==> config.mk <==
export PLATFORM = sky130hd
export DESIGN_NAME = alu_share_arbiter_flat
export DESIGN_NICKNAME = d
export VERILOG_FILES = /design/src/rtl/alu_share_arbiter_if.sv /design/src/rtl/alu_share_arbiter.sv /design/src/flat_wrapper.sv
export SDC_FILE = /design/constraint.sdc
export NUM_CORES = 1
export LEC_CHECK = 0
export ABC_AREA = 1
export CAP_MARGIN = 40
export CORE_AREA = 2 2 160 162
export DETAILED_ROUTE_END_ITERATION = 10
export DIE_AREA = 0 0 162 164
export SLEW_MARGIN = 30
export SYNTH_ARGS = -nofsm -noshare
export SYNTH_HDL_FRONTEND = slang
export SYNTH_SLANG_ARGS = --single-unit
export TNS_END_PERCENT = 20
==> constraint.sdc <==
create_clock -name clk -period 8.2 [get_ports clk]
set_input_delay 1.64 -clock clk [delete_from_list [all_inputs] [get_ports clk]]
set_output_delay 1.64 -clock clk [all_outputs]
set_load 0.05 [all_outputs]
==> src/rtl/alu_share_arbiter_if.sv <==
// Requester / shared-ALU handshake bundle for alu_share_arbiter.
// The slave modport is the arbiter's view; master is the environment's view.
interface alu_share_arbiter_if #(
    parameter int unsigned NREQ = 4,
    parameter int unsigned W    = 32,
    parameter int unsigned PW   = 33,
    parameter int unsigned IDW  = 2
);
    logic [NREQ-1:0]   req_valid;
    logic [NREQ-1:0]   req_ready;
    logic [NREQ*W-1:0] req_a;
    logic [NREQ*W-1:0] req_b;
    logic              hold;
    logic [W-1:0]      alu_a;
    logic [W-1:0]      alu_b;
    logic              alu_ce;
    logic [PW-1:0]     alu_p;
    logic [NREQ-1:0]   rsp_valid;
    logic [IDW-1:0]    rsp_id;
    logic [PW-1:0]     rsp_data;
    logic              busy;

    modport slave (
        input  req_valid, req_a, req_b, hold, alu_p,
        output req_ready, alu_a, alu_b, alu_ce, rsp_valid, rsp_id, rsp_data, busy
    );

    modport master (
        output req_valid, req_a, req_b, hold, alu_p,
        input  req_ready, alu_a, alu_b, alu_ce, rsp_valid, rsp_id, rsp_data, busy
    );
endinterface

==> src/rtl/alu_share_arbiter.sv <==
// Round-robin sharing of one pipelined adder among NREQ requesters.
// A tag pipeline matched to the ALU latency routes each result to its owner.
module alu_share_arbiter #(
    parameter int unsigned NREQ = 4,
    parameter int unsigned W    = 32,
    parameter int unsigned PW   = 33,
    parameter int unsigned LAT  = 2,
    parameter int unsigned IDW  = 2
) (
    input  logic               clk,
    input  logic               rst,
    alu_share_arbiter_if.slave bus
);
    logic [IDW-1:0]  ptr_q, ptr_d;
    logic [LAT-1:0]  tag_v_q, tag_v_d;
    logic [IDW-1:0]  tag_id_q [LAT];
    logic [IDW-1:0]  tag_id_d [LAT];

    logic            ce;
    logic            grant_vld;
    logic            accept;
    logic [IDW-1:0]  grant_id;
    logic [IDW-1:0]  cand_id;
    int unsigned     cand;
    logic            rsp_vld;
    logic [PW-1:0]   rsp_data_w;

    assign ce      = ~bus.hold & ~rst;
    assign accept  = grant_vld & ce;
    assign bus.alu_ce = ce;

    // Round-robin search: first valid requester at or above ptr, with wrap.
    always_comb begin
        grant_vld = 1'b0;
        grant_id  = '0;
        cand      = 0;
        cand_id   = '0;
        for (int unsigned i = 0; i < NREQ; i++) begin
            cand = int'(ptr_q) + i;
            if (cand >= NREQ) begin
                cand = cand - NREQ;
            end
            cand_id = cand[IDW-1:0];
            if (!grant_vld && bus.req_valid[cand_id]) begin
                grant_vld = 1'b1;
                grant_id  = cand_id;
            end
        end
    end

    // One-hot grant and operand mux; a bubble (zero operands) when nothing is accepted.
    always_comb begin
        bus.req_ready = '0;
        bus.alu_a     = '0;
        bus.alu_b     = '0;
        for (int unsigned i = 0; i < NREQ; i++) begin
            if (accept && grant_id == IDW'(i)) begin
                bus.req_ready[i] = 1'b1;
                bus.alu_a        = bus.req_a[i*W +: W];
                bus.alu_b        = bus.req_b[i*W +: W];
            end
        end
    end

    // Next pointer and tag pipeline; everything freezes on cycles without ce.
    always_comb begin
        ptr_d    = ptr_q;
        tag_v_d  = tag_v_q;
        tag_id_d = tag_id_q;
        if (accept) begin
            ptr_d = (grant_id == IDW'(NREQ - 1)) ? '0 : grant_id + IDW'(1);
        end
        if (ce) begin
            tag_v_d[0]  = accept;
            tag_id_d[0] = grant_id;
            for (int unsigned k = 1; k < LAT; k++) begin
                tag_v_d[k]  = tag_v_q[k-1];
                tag_id_d[k] = tag_id_q[k-1];
            end
        end
    end

    // State registers; reset drops all in-flight tags so their results are never reported.
    always_ff @(posedge clk) begin
        if (rst) begin
            ptr_q    <= '0;
            tag_v_q  <= '0;
            tag_id_q <= '{default: '0};
        end else begin
            ptr_q    <= ptr_d;
            tag_v_q  <= tag_v_d;
            tag_id_q <= tag_id_d;
        end
    end

    assign rsp_vld    = tag_v_q[LAT-1] & ~bus.hold;
    assign rsp_data_w = bus.alu_p;

    // Result strobe decoded from the last tag stage.
    always_comb begin
        bus.rsp_valid = '0;
        for (int unsigned i = 0; i < NREQ; i++) begin
            if (rsp_vld && tag_id_q[LAT-1] == IDW'(i)) begin
                bus.rsp_valid[i] = 1'b1;
            end
        end
    end

    assign bus.rsp_id   = tag_id_q[LAT-1];
    assign bus.rsp_data = rsp_data_w;
    assign bus.busy     = (|tag_v_q) | (|bus.req_valid);
endmodule

==> src/flat_wrapper.sv <==
// flat-port wrapper written by rule: the top's interface ports become plain ports
module alu_share_arbiter_flat 
#(
    parameter int unsigned NREQ = 4,
    parameter int unsigned W    = 32,
    parameter int unsigned PW   = 33,
    parameter int unsigned LAT  = 2,
    parameter int unsigned IDW  = 2
)
  (clk, rst, bus_req_valid, bus_req_a, bus_req_b, bus_hold, bus_alu_p, bus_req_ready, bus_alu_a, bus_alu_b, bus_alu_ce, bus_rsp_valid, bus_rsp_id, bus_rsp_data, bus_busy);
  alu_share_arbiter_if #(.NREQ(NREQ), .W(W), .PW(PW), .IDW(IDW)) bus_i ();
  input  logic clk;
  input  logic rst;
  input wire logic [$bits(bus_i.req_valid)-1:0] bus_req_valid;
  input wire logic [$bits(bus_i.req_a)-1:0] bus_req_a;
  input wire logic [$bits(bus_i.req_b)-1:0] bus_req_b;
  input wire logic [$bits(bus_i.hold)-1:0] bus_hold;
  input wire logic [$bits(bus_i.alu_p)-1:0] bus_alu_p;
  output wire logic [$bits(bus_i.req_ready)-1:0] bus_req_ready;
  output wire logic [$bits(bus_i.alu_a)-1:0] bus_alu_a;
  output wire logic [$bits(bus_i.alu_b)-1:0] bus_alu_b;
  output wire logic [$bits(bus_i.alu_ce)-1:0] bus_alu_ce;
  output wire logic [$bits(bus_i.rsp_valid)-1:0] bus_rsp_valid;
  output wire logic [$bits(bus_i.rsp_id)-1:0] bus_rsp_id;
  output wire logic [$bits(bus_i.rsp_data)-1:0] bus_rsp_data;
  output wire logic [$bits(bus_i.busy)-1:0] bus_busy;
  assign bus_i.req_valid = bus_req_valid;
  assign bus_i.req_a = bus_req_a;
  assign bus_i.req_b = bus_req_b;
  assign bus_i.hold = bus_hold;
  assign bus_i.alu_p = bus_alu_p;
  assign bus_req_ready = bus_i.req_ready;
  assign bus_alu_a = bus_i.alu_a;
  assign bus_alu_b = bus_i.alu_b;
  assign bus_alu_ce = bus_i.alu_ce;
  assign bus_rsp_valid = bus_i.rsp_valid;
  assign bus_rsp_id = bus_i.rsp_id;
  assign bus_rsp_data = bus_i.rsp_data;
  assign bus_busy = bus_i.busy;
  alu_share_arbiter #(.NREQ(NREQ), .W(W), .PW(PW), .LAT(LAT), .IDW(IDW)) u_core (.clk(clk), .rst(rst), .bus(bus_i));
endmodule
==> metrics.yaml <==
startpoint_type: "primary input"
max-slew-margin-rel_pct: 46.9
rows: 58
dp.cells: 1230
multi_input_comb_area_mm2: 0.00248
ys_seq_elements: 8
die-area_mm2: 0.0266
crit_buf_inv: 5
layout.nets: 1205
grt_pass1_wl_mm: 26.7
die_w_um: 162
wl_per_cell_um: 14.8
route.vias.total: 5056
cpLargestDelayFamily: "buffers and inverters"
antenna_cells: 0
setup-tns-final_ps: 0
final-setup-viol-count: 0
drt_iter0_drc: 239
via_per_inst: 4.10
wl_mm: 18.2
cts_inserted_buffers: 3
fmax_mhz: 143
worst_r2r_endpoint: "u_core.ptr_q[1]"
grt_max_degree: 68
gp_congestion: 0.802
synthTopCellsByArea: "nand3_1, nand2_1, buf_4"
avgSynthCellArea_um2: 5.12
port_buffers: 338
synth_top_area_cell: "nand3_1"
crit_arrival_ps: 5360
whs_path_depth: 2
cts-root-buf: "clkbuf_16"
cts_resized: 0
slowest_delay_ps: 810
cp-end-kind: "output pin"
seq_area_frac_synth_pct: 4.89
r2r_cells: 12
hold_buffers: 0
drv_cap: 0
power_density_mw_per_mm2: 133
cts_max_level: 1
overflow: 0
cts_tree: "built"
synthesis.area_mm2: 0.00327
cp_data_required_time_ps: 6560
cp.depth: 17
finalCriticalPeriod_ps: 7000
maxSlewViolCount: 0
ys.flop_type: "dfxtp_1"
yosysUniqueCellTypes: 25
fp.dieH_um: 164
hp-class: "flip-flop to flip-flop"
first_global_vias: 4996
postPlaceCellArea_mm2: 0.00661
start_util_pct: 13.2
syn_inst: 639
hold_path_startpoint: "u_core.tag_id_q[3]"
antenna_found_initial: 0
hold_viol: 0
synth_top_area_share_pct: 31.0
insertion_delay_ps: 230
post-cts-setup-buffers: 0
post-route-period-util_pct: 85.3
cp_max_fo: 36
fin_area_mm2: 0.00669
r2r-start: "u_core.ptr_q[0]"
p_leak_nw: 2.82
ant_nets: 0
ir_drop_v: 0.0000733
cts_buffer_depth: 2
status: "finished, final reports clean"
async_reset_ff_share_pct: 0
grt_setup_unrepaired: "false"
coreArea_mm2: 0.0248
seq_area_um2: 160
drive_gt1_share_pct: 4.10
track_usage_pct: 12.6
hold_end: "u_core.tag_id_q[3]"
drc: 0
cts.clk_slew.worst_paths_ps: 40
ff2ff_setup_slack_ps: 6060
syn2layout_area_growth_pct: 104
num-fill-cells: 2786
dp_hpwl_mm: 14.3
ioPinCount: 405
clock_skew_ps: 0.419
yosysWarnings: 0
crit_path_frequent_cell: "nand3_1"
crit_type: "primary input to output pin"
final-instance-count-excl-fill: 1233
cts_sinks: 8
crit_path_top_delay_cell: "clkdlybuf4s50_1"
tightest_slew_ps: 796
dr.pass1.iters: 4
cp_cell_sequence: "clkdlybuf4s50_1 > inv_1 > nand2_1 > nand3_1 > nand2_1 > nor2_1 > nand3_1 > nand3_1 > nand2_1 > ha_1 > inv_2 > buf_4 > nand3_1 > nand3_1 > nand3_1 > nand2_1 > clkdlybuf4s50_1"
synth_fp_nets: 939
synth_edf_count: 0
power breakdown:
group          switching [W]  internal [W]
sequential        0.00000361     0.0000428
clock              0.0000191     0.0000629
combinational       0.000469      0.000290
total               0.000492      0.000396
final cells by class:
type | count | area share [%]
clock buffers | 3 | 1.12
flip-flops and latches | 8 | 2.39
repair buffers | 346 | 51.9
inverters | 25 | 1.40
well taps | 330 | 6.17
multi-input cells | 521 | 37.1
flip-flops by register name, summed over array words and instances, names as in the netlist:
| register | count |
|---|---|
| u_core.bus.rsp_id | 2 |
| u_core.ptr_q | 2 |
| u_core.tag_id_q | 2 |
| u_core.tag_v_q | 2 |
placed cells by master, fill, tap and decap left out:
| cell type | count |
|---|---|
| a211oi_1 | 1 |
| buf_12 | 2 |
| buf_4 | 6 |
| clkbuf_16 | 3 |
| clkdlybuf4s50_1 | 338 |
| dfxtp_1 | 8 |
| ha_1 | 4 |
| inv_1 | 20 |
| inv_2 | 5 |
| nand2_1 | 227 |
| nand2_2 | 1 |
| nand2_4 | 2 |
| nand3_1 | 203 |
| nand3b_1 | 1 |
| nand4_1 | 1 |
| nand4_2 | 1 |
| nor2_1 | 3 |
| nor2_4 | 3 |
| nor3_1 | 4 |
| o21ai_0 | 4 |
| o22ai_1 | 2 |
| or2_0 | 47 |
| or2_1 | 3 |
| or2_2 | 14 |
synthesized netlist by cell type (2+ instances only):
| library cell | instances |
|---|---|
| inv_1 | 22 |
| nor2_1 | 4 |
| ha_1 | 4 |
| nand3_1 | 203 |
| inv_2 | 3 |
| nand2_1 | 228 |
| or2_2 | 14 |
| dfxtp_1 | 8 |
| o21ai_0 | 4 |
| buf_4 | 43 |
| nor3_1 | 4 |
| buf_2 | 28 |
| o22ai_1 | 2 |
| or2_1 | 3 |
| buf_6 | 6 |
| or2_0 | 47 |
| clkbuf_1 | 8 |
worst max-delay path by stage:
stage	startpoint	endpoint
2_1_floorplan	bus_req_valid[1]	bus_alu_b[18]
3_3_place_gp	bus_req_valid[1]	bus_alu_a[23]
4_1_cts	bus_req_valid[0]	bus_alu_a[23]
6_report	bus_req_valid[0]	bus_alu_a[25]
5_1_grt	bus_req_valid[0]	bus_alu_a[9]
3_5_place_dp	bus_req_valid[0]	bus_alu_a[23]
cell families (layout without fill, tap and decap cells):
kind of cell / Yosys count / in the layout / share of synthesized area, %
fa+ha+maj: 4 / 4 / 1.53
flops: 8 / 8 / 4.89
simple gates: 510 / 510 / 72.4
compound gates: 7 / 7 / 1.22
buf+inv: 110 / 374 / 20.0
per-stage QoR:
stage / hold WS, ps / setup WS [ps] / utilization [%] / total power, W
2_1_floorplan: 426 / 2830 / - / 0.000539
3_3_place_gp: 444 / 1290 / 26.6 / 0.000805
3_5_place_dp: 454 / 1180 / 26.6 / 0.000810
4_1_cts: 459 / 1180 / 27.0 / 0.000894
5_1_grt: 503 / 865 / 27.0 / 0.000942
6_report: 458 / 1200 / 27.0 / 0.000888
layer usage:
| metal | global-route usage, % | part of all wire (%) | vias to the layer above |
|---|---|---|---|
| li1 | - | - | 2564 |
| met1 | 14.4 | 39 | 2189 |
| met2 | 22.6 | 48 | 265 |
| met3 | 3.54 | 9.8 | 38 |
| met4 | 3.98 | 2.8 | 0 |
| met5 | 0 | 0 | - |
worst reg2reg max path: cells and delay by family, from the launching register on:
| family | cells | cell delay (ps) |
|---|---|---|
| adder cells (fa/ha/maj) | 1 | 280 |
| flip-flops | 1 | 480 |
| AND/OR/NAND/NOR | 8 | 820 |
| AO/OA/AOI/OAI | 1 | 170 |
| buffers and inverters | 2 | 300 |
No activity file was read; power rests on OpenSTA's default activity.
